$ cat config.mk
export PLATFORM = sky130hd
export DESIGN_NAME = gpu_sram_arb
export DESIGN_NICKNAME = d
export VERILOG_FILES = /design/src/rtl/gpu_pkg.sv /design/src/rtl/gpu_wfifo.sv /design/src/rtl/gpu_sram_arb.sv
export SDC_FILE = /design/constraint.sdc
export NUM_CORES = 1
export LEC_CHECK = 0
export CORE_MARGIN = 5
export CORE_UTILIZATION = 55
export CTS_CLUSTER_DIAMETER = 120
export DETAILED_ROUTE_END_ITERATION = 8
export PLACE_DENSITY = 0.82
export SETUP_SLACK_MARGIN = 0.05
export SYNTH_ARGS = -nofsm -noshare
export SYNTH_HDL_FRONTEND = slang
export SYNTH_HIERARCHICAL = 1
export SYNTH_SLANG_ARGS = --single-unit
export TNS_END_PERCENT = 5
$ cat constraint.sdc
create_clock -name I_CLK -period 3.6 [get_ports I_CLK]
set_clock_uncertainty 0.1 [all_clocks]
set_input_delay 0.36 -clock I_CLK [delete_from_list [all_inputs] [get_ports I_CLK]]
set_output_delay 0.36 -clock I_CLK [all_outputs]
set_load 0.02 [all_outputs]
$ cat src/rtl/gpu_pkg.sv
// Shared constants and types for the GPU framebuffer SRAM path.
package gpu_pkg;

    localparam int ADDR_W = 18;
    localparam int DATA_W = 16;
    localparam int FB_W   = 640;
    localparam int FB_H   = 400;

    // The arbiter state is the SRAM command being driven in the current cycle.
    typedef enum logic [1:0] {
        ST_IDLE = 2'd0,
        ST_RD   = 2'd1,
        ST_WR   = 2'd2
    } arb_state_e;

    typedef struct packed {
        logic [ADDR_W-1:0] addr;
        logic [DATA_W-1:0] data;
    } wr_entry_t;

endpackage

$ cat src/rtl/gpu_wfifo.sv
// GPU write buffer: synchronous FIFO of {addr,data} entries with occupancy level.
module gpu_wfifo
    import gpu_pkg::*;
#(
    parameter int DEPTH = 4,
    parameter int LVL_W = 3
) (
    input  logic             I_CLK,
    input  logic             I_RST_N,
    input  logic             push_i,
    input  wr_entry_t        push_entry_i,
    input  logic             pop_i,
    output wr_entry_t        head_o,
    output logic             full_o,
    output logic             empty_o,
    output logic [LVL_W-1:0] level_o
);

    localparam int PTR_W = (DEPTH > 1) ? $clog2(DEPTH) : 1;
    localparam logic [LVL_W-1:0] DEPTH_L = LVL_W'(DEPTH);

    wr_entry_t        mem_q [DEPTH];
    logic [PTR_W-1:0] wr_ptr_q;
    logic [PTR_W-1:0] rd_ptr_q;
    logic [LVL_W-1:0] level_q;
    logic [LVL_W-1:0] level_d;
    logic             do_push;
    logic             do_pop;

    assign full_o  = (level_q == DEPTH_L);
    assign empty_o = (level_q == '0);
    assign do_push = push_i && !full_o;
    assign do_pop  = pop_i && !empty_o;
    assign level_o = level_q;
    assign head_o  = mem_q[rd_ptr_q];

    always_comb begin
        level_d = level_q;
        case ({do_push, do_pop})
            2'b10:   level_d = level_q + LVL_W'(1);
            2'b01:   level_d = level_q - LVL_W'(1);
            default: level_d = level_q;
        endcase
    end

    // Power-of-two depth lets the pointers wrap by plain overflow.
    always_ff @(posedge I_CLK or negedge I_RST_N) begin
        if (!I_RST_N) begin
            wr_ptr_q <= '0;
            rd_ptr_q <= '0;
            level_q  <= '0;
        end else begin
            if (do_push) wr_ptr_q <= wr_ptr_q + PTR_W'(1);
            if (do_pop)  rd_ptr_q <= rd_ptr_q + PTR_W'(1);
            level_q <= level_d;
        end
    end

    always_ff @(posedge I_CLK) begin
        if (do_push) mem_q[wr_ptr_q] <= push_entry_i;
    end

endmodule

$ cat src/rtl/gpu_sram_arb.sv
// Single-port SRAM arbiter: display reads always win, GPU writes drain from a buffer.
module gpu_sram_arb
    import gpu_pkg::*;
#(
    parameter int FIFO_DEPTH = 4,
    parameter int LVL_W      = 3
) (
    input  logic              I_CLK,
    input  logic              I_RST_N,
    input  logic              I_VIDEO_ON,
    input  logic              I_DISP_REQ,
    input  logic [ADDR_W-1:0] I_DISP_ADDR,
    output logic [DATA_W-1:0] O_DISP_DATA,
    output logic              O_DISP_VALID,
    input  logic              I_GPU_WREQ,
    input  logic [ADDR_W-1:0] I_GPU_WADDR,
    input  logic [DATA_W-1:0] I_GPU_WDATA,
    output logic              O_GPU_WREADY,
    output logic [ADDR_W-1:0] O_SRAM_ADDR,
    output logic [DATA_W-1:0] O_SRAM_DATA,
    output logic              O_SRAM_READ,
    output logic              O_SRAM_WRITE,
    input  logic [DATA_W-1:0] I_SRAM_DATA,
    output logic [LVL_W-1:0]  O_FIFO_LEVEL,
    output logic [15:0]       O_WR_COUNT
);

    localparam logic [LVL_W-1:0] DEPTH_L = LVL_W'(FIFO_DEPTH);

    arb_state_e        state_q;
    arb_state_e        state_d;
    wr_entry_t         push_entry;
    wr_entry_t         head;
    logic              fifo_full;
    logic              fifo_empty;
    logic [LVL_W-1:0]  fifo_level;
    logic              push;
    logic              pop;
    logic [ADDR_W-1:0] addr_q;
    logic [DATA_W-1:0] sdata_q;
    logic [DATA_W-1:0] disp_data_q;
    logic              disp_valid_q;
    logic [15:0]       wr_count_q;
    logic              unused_status;

    // Video window is informational only; the buffer guards itself with full_o.
    assign unused_status = ^{I_VIDEO_ON, fifo_full};

    assign push_entry.addr = I_GPU_WADDR;
    assign push_entry.data = I_GPU_WDATA;
    assign O_GPU_WREADY    = (fifo_level < DEPTH_L);
    assign push            = I_GPU_WREQ && O_GPU_WREADY;
    assign pop             = (state_d == ST_WR);

    gpu_wfifo #(
        .DEPTH (FIFO_DEPTH),
        .LVL_W (LVL_W)
    ) u_wfifo (
        .I_CLK        (I_CLK),
        .I_RST_N      (I_RST_N),
        .push_i       (push),
        .push_entry_i (push_entry),
        .pop_i        (pop),
        .head_o       (head),
        .full_o       (fifo_full),
        .empty_o      (fifo_empty),
        .level_o      (fifo_level)
    );

    always_ff @(posedge I_CLK or negedge I_RST_N) begin
        if (!I_RST_N) state_q <= ST_IDLE;
        else          state_q <= state_d;
    end

    always_comb begin
        state_d = ST_IDLE;
        if (I_DISP_REQ)       state_d = ST_RD;
        else if (!fifo_empty) state_d = ST_WR;
    end

    // Command regs load at the granting edge; read data returns one cycle after READ.
    always_ff @(posedge I_CLK or negedge I_RST_N) begin
        if (!I_RST_N) begin
            addr_q       <= '0;
            sdata_q      <= '0;
            disp_data_q  <= '0;
            disp_valid_q <= 1'b0;
            wr_count_q   <= '0;
        end else begin
            if (state_d == ST_RD) begin
                addr_q <= I_DISP_ADDR;
            end else if (state_d == ST_WR) begin
                addr_q  <= head.addr;
                sdata_q <= head.data;
            end
            disp_valid_q <= (state_q == ST_RD);
            if (state_q == ST_RD) disp_data_q <= I_SRAM_DATA;
            if (state_q == ST_WR) wr_count_q <= wr_count_q + 16'd1;
        end
    end

    assign O_SRAM_READ  = (state_q == ST_RD);
    assign O_SRAM_WRITE = (state_q == ST_WR);
    assign O_SRAM_ADDR  = addr_q;
    assign O_SRAM_DATA  = sdata_q;
    assign O_DISP_DATA  = disp_data_q;
    assign O_DISP_VALID = disp_valid_q;
    assign O_FIFO_LEVEL = fifo_level;
    assign O_WR_COUNT   = wr_count_q;

endmodule

Yosys cells after proc, flatten, opt, wreduce, memory -nomap -nowiden
Memories as Yosys holds them, arrays and structs flattened.
Cells that the tools add are included.
{ "op_classes": {"add_sub_neg": 5, "n_lt_le_gt_ge": 1, "eq_ne": 7, "n_mux": 7, "n_bitwise": 1, "n_reduce_logical": 9} }
{ "op_table": {"columns": ["op", "n"], "rows": [
  ["2-to-1 mux 18 bit", 2],
  ["adder 16 x 1 -> 16 bit (second input constant)", 1],
  ["equality test 2 x 1 -> 1 bit (second input constant)", 3],
  ["equality test 2 bit (second input constant)", 3],
  ["case mux 3 bit (2 select lines)", 1],
  ["adder 2 x 1 -> 2 bit (second input constant)", 2],
  ["2-to-1 mux 2 bit", 2],
  ["nonzero test 2 bit", 2],
  ["adder 3 x 1 -> 3 bit (second input constant)", 1],
  ["equality test 3 bit (second input constant)", 1],
  ["logical AND 1 bit", 3],
  ["zero test 3 bit", 1],
  ["less-than comparator 3 bit (second input constant)", 1],
  ["subtractor 3 x 1 -> 3 bit (second input constant)", 1],
  ["zero test 1 bit", 2],
  ["2-to-1 mux 1 bit", 2],
  ["AND reduction 2 bit", 1],
  ["inverter 1 bit", 1]
]} }
{ "totals": {"ff_bits": 76, "ram_bits": 136, "inputBits": 73, "output_inout_bits": 73, "elab_cells": 40, "n_memories": 1} }
{ "mem_list": {"columns": ["name", "words", "width", "rd", "rd_ports_with_merged_regs", "wr", "line_no", "rtl"], "rows": [
  ["u_wfifo.mem_q", 4, 34, 1, 0, 1, "gpu_wfifo.sv:22", "wr_entry_t mem_q [DEPTH];"]
]} }

Longest topological paths before layout
{ "depth": {"word_depth": 7, "mapped_depth": 11, "depth_no_buf": 9} }

Cells and area by module
Netlist, hierarchy kept.
{ "by_module_without_submodules": {"columns": ["module", "instances", "cells_per_inst", "area_each_um2", "seq_area_each_um2"], "rows": [
  ["gpu_wfifo", 1, 215, 5385.2, 4259.1],
  ["gpu_sram_arb", 1, 211, 2827.7, 1726.7]
]} }

Least setup slack after synthesis
No wires, ideal clock.
{ "synth_path": {"path_kind": "register to register", "from": "register u_wfifo.level_q[0] (netlist: u_wfifo/level_o[0])", "to": "register u_wfifo.level_q[2] (netlist: u_wfifo/level_o[2])", "setup_time_ps": 80, "arrival_time_ps": 2429, "required_ps": 3420, "setup_slack_ps": 991, "stages_incl_launch_ff": 12, "n_path_buf": 2, "period_less_slack_ps": 2609, "path_cell_list": "dfrtp_1 nor3_1 buf_6 nor2_2 buf_6 o31a_1 ha_1 inv_1 fa_1 xor2_1 nor2_1 xor2_1"} }
{ "synth_between": {"elab_chain_len": 7, "elab_cells_between_ends": 17, "classes_between": "add/sub: 2; order compare: 1; eq/ne: 4; mux: 3; reduce/logical: 7"} }
{ "synth_lines": {"columns": ["element", "line_no", "rtl"], "rows": [
  ["start: declaration", "gpu_wfifo.sv:25", "logic [LVL_W-1:0] level_q;"],
  ["start signal: assignment", "gpu_wfifo.sv:55", "level_q <= level_d;"],
  ["zero test 3 bit (*)", "gpu_wfifo.sv:31", "assign empty_o = (level_q == '0);"],
  ["named net fifo_empty", "gpu_sram_arb.sv:35", "logic fifo_empty;"],
  ["2-to-1 mux 2 bit (*)", "gpu_sram_arb.sv:78", "else if (!fifo_empty) state_d = ST_WR;"],
  ["2-to-1 mux 2 bit (*)", "gpu_sram_arb.sv:77", "if (I_DISP_REQ) state_d = ST_RD;"],
  ["equality test 2 bit (*)", "gpu_sram_arb.sv:53", "assign pop = (state_d == ST_WR);"],
  ["named net pop", "gpu_sram_arb.sv:38", "logic pop;"],
  ["logical AND 1 bit (*)", "gpu_wfifo.sv:33", "assign do_pop = pop_i && !empty_o;"],
  ["named net u_wfifo.do_pop", "gpu_wfifo.sv:28", "logic do_pop;"],
  ["equality test 2 x 1 -> 1 bit or equality test 2 bit (tied branches)", "gpu_wfifo.sv:39", "case ({do_push, do_pop})"],
  ["case mux 3 bit (2 select lines) or nonzero test 2 bit (tied branches)", null, null]
]} }
Mark *: on every way through the listed nets, which the timed path passes. The rest lies on a longest branch.
A chain may end at the register's enable or synchronous reset.

Worst setup path after layout
{ "layout_path": {"from": "register state_q[1]", "to": "output O_SRAM_READ"} }
{ "layout_between": {"elab_chain_len": 1} }
{ "layout_lines": {"columns": ["element", "line_no", "rtl"], "rows": [
  ["start: declaration", "gpu_sram_arb.sv:30", "arb_state_e state_q;"],
  ["start signal: assignment", "gpu_sram_arb.sv:72", "else state_q <= state_d;"],
  ["equality test 2 x 1 -> 1 bit", "gpu_sram_arb.sv:102", "assign O_SRAM_READ = (state_q == ST_RD);"],
  ["end: declaration", "gpu_sram_arb.sv:21", "output logic O_SRAM_READ,"]
]} }
No other way between the ends.

==> reports/summary.txt <==
status: finished, final reports clean
Cell Chain, Critical Path: and2b_2, clkdlybuf4s50_1
DR DRC count: 0
Leak: 3.82 nW
setup TNS: 0 ns
# Max-Cap Violations: 0
Mapped Area: 8210 µm²
first-pass GRT wire length: 24700 µm
dpl cells: 744
net count after synthesis: 506
overall die width: 132 µm
CTS tree: built
Min-Delay Path Depth: 3
FP Rows: 44
RSZ-0062 raised after global routing: false
CTS sink count: 212
Final Cell Area: 10500 µm²
worst r2r src: u_wfifo/level_o[2]
number of synthesized register bits: 212
clk_lat worst skew: 0.49 ns
max incr delay on CP: 0.68 ns
RD Place Congestion: 0.766
Routed WL per cell: 19.7 µm
Data arrival, critical path: 2.00 ns
Setup crit start kind: flop
R2R cell count: 10
Post-synth top flop: edfxtp_1
number of global-route vias before repair: 4621
commonest cells after routing, fill and taps aside: clkdlybuf4s50_1, edfxtp_1, dfrtp_1, mux2_2, mux4_2
Slew Limit Fails: 0
vias after detailed routing: 4302
Root Buffer: clkbuf_16
DR pass1 iterations: 4
Diodes inserted: 0
initial core utilization: 0.563
commonest non-fill, non-tap cell in the layout: clkdlybuf4s50_1
hpwl dp: 9890 µm
final setup fails: 0
crit path max fanout: 18
worst endpoint required time: 3.14 ns
Synth cell types: 34
post-CTS sizing: 0
Die Ht: 132 µm
PwrDens: 762 nW/µm²
count of final hold-check violations: 0
Port Buf Inserts: 144
Crit path max-delay family: buffers and inverters
Placed Area: 9810 µm²
r2r endpoint: u_wfifo/level_o[2]
Routed Antenna Nets: 0
Critical-path top delay cell: clkdlybuf4s50_1
vias per inst: 5.49
Peak VDD IR: 0.000414 V
Post-Route Utilization: 0.717
clk buf depth: 3
WS Path Type: reg -> out
H-tree depth: 1
synthesis-to-layout area growth: 27.4%
worst path bufs/invs: 1
Routed WL: 15400 µm
Ys Warns: 6
Hold WS: 0.340 ns
core area: 14600 µm²
non-filler instance count after layout: 783
GRT Total Usage: 0.176
Fill cells: 879
Reg2Reg Setup Slack: 1.15 ns
Syn Inst Count: 426
CTS buffer count: 21
post-synthesis sequential area ratio: 0.729
nets: 664
Period minus WS final: 2.46 ns
# IOs: 146
grt total ovfl: 0
hold_sp: I_DISP_ADDR[15]
hold path endpoint: O_SRAM_ADDR[15]
Crit path depth: 2
crit end category: primary output
initial antenna violation count: 0
largest net degree at the start of global routing: 77
EDFF count, synth: 136
crit share post-route: 0.683
CTS clk-pin slew, worst paths: 0.06 ns
max frequency: 407 MHz
Avg Synthesized Cell Area: 19.3 µm²
worst-margin pin slew: 1.00 ns
DIE AREA: 17500 µm²
layout cells sized above 1: 0.192
Hold WC Path Type: in -> reg
Max-slew headroom: 0.332
DR iter-0 viols: 179
fraction of synthesis flops using an asynchronous set or reset pin: 0.358
worst register-to-register path: stages, from the launching register on:
cell and delay (ns):
dfrtp_1 0.48, nor3_2 0.10, nor2_2 0.10, buf_4 0.27
o31a_1 0.26, ha_1 0.20, inv_1 0.06, fa_1 0.37
xor2_1 0.15, nor2_1 0.12, xor2_1 0.16
final cells by class:
cell class | instances | area [µm²] | area share
Clock inverter | 11 | 77.6 | 0.00741
Multi-Input combinational cell | 187 | 2040 | 0.195
Tap cell | 184 | 230 | 0.0220
Clock buffer | 27 | 568 | 0.0543
Inverter | 7 | 26.3 | 0.00251
Sequential cell | 212 | 5990 | 0.572
Timing Repair Buffer | 155 | 1540 | 0.147
worst max path at each step:
stage	from	endpoint	slack, ns
finish	state_q[1]	O_SRAM_READ	1.14
global route	u_wfifo/level_o[2]	u_wfifo/level_o[2]	0.98
CTS	state_q[1]	O_SRAM_READ	1.12
detailed placement	I_DISP_REQ	u_wfifo/level_o[2]	0.89
global placement	I_DISP_REQ	u_wfifo/level_o[2]	0.93
floorplan	u_wfifo/level_o[0]	u_wfifo/level_o[2]	0.99
cells by family after synthesis:
family / Yosys count / share of synthesized area
xor+xnor: 21 / 0.0224
mux: 87 / 0.166
buf+inv: 27 / 0.0245
fa+ha+maj: 7 / 0.0116
simple gates: 53 / 0.0349
flops: 212 / 0.729
compound gates: 19 / 0.0120
routing by layer:
| layer | global-route usage | part of all wire |
|---|---|---|
| met1 | 0.238 | 0.42 |
| met2 | 0.286 | 0.49 |
| met3 | 0.0458 | 0.071 |
| met4 | 0.0492 | 0.026 |
| met5 | 0 | 0 |
through the flow:
step           power, W  setup WS (ns)
6_report        0.00797           1.14
5_1_grt         0.00837          0.983
4_1_cts         0.00809           1.12
3_5_place_dp    0.00601          0.891
3_3_place_gp    0.00591          0.934
2_1_floorplan   0.00505          0.991
sequential cells by signal, indices dropped and copies added, names as in the netlist:
| signal | cells |
|---|---|
| O_DISP_VALID | 1 |
| O_WR_COUNT | 16 |
| O_DISP_DATA | 16 |
| u_wfifo/rd_ptr_q | 2 |
| O_SRAM_ADDR | 18 |
| u_wfifo/mem_q | 136 |
| u_wfifo/wr_ptr_q | 2 |
| u_wfifo/level_o | 3 |
| O_SRAM_DATA | 16 |
| state_q | 2 |
cells in the mapped netlist (2+ instances only):
cell | instances | area share
edfxtp_1 | 136 | 0.50
mux2_2 | 34 | 0.047
nand4_1 | 5 | 0.0038
mux4_2 | 28 | 0.077
mux2i_1 | 19 | 0.023
mux4_1 | 6 | 0.019
and3_1 | 2 | 0.0015
o21ai_0 | 18 | 0.011
xnor2_1 | 15 | 0.016
buf_6 | 5 | 0.0069
nand3_1 | 3 | 0.0018
and4_1 | 2 | 0.0021
inv_1 | 7 | 0.0032
ha_1 | 6 | 0.0091
clkbuf_1 | 3 | 0.0014
buf_12 | 3 | 0.0073
nand2_1 | 25 | 0.011
nor2_1 | 2 | 0.00091
dfrtp_1 | 76 | 0.23
and2_1 | 5 | 0.0038
xor2_1 | 6 | 0.0064
buf_2 | 8 | 0.0049
what timing repair did:
item                      in CTS  in global routing
buffers inserted               0                  0
hold endpoints to repair      76                  0
hold buffers                   1                  0
power breakdown:
group	total (W)	internal [W]	switching [W]
clock	0.00203	0.00118	0.000848
combinational	0.00241	0.00131	0.00110
sequential	0.00353	0.00313	0.000397
Note: power is estimated with default switching activity, not from simulation.
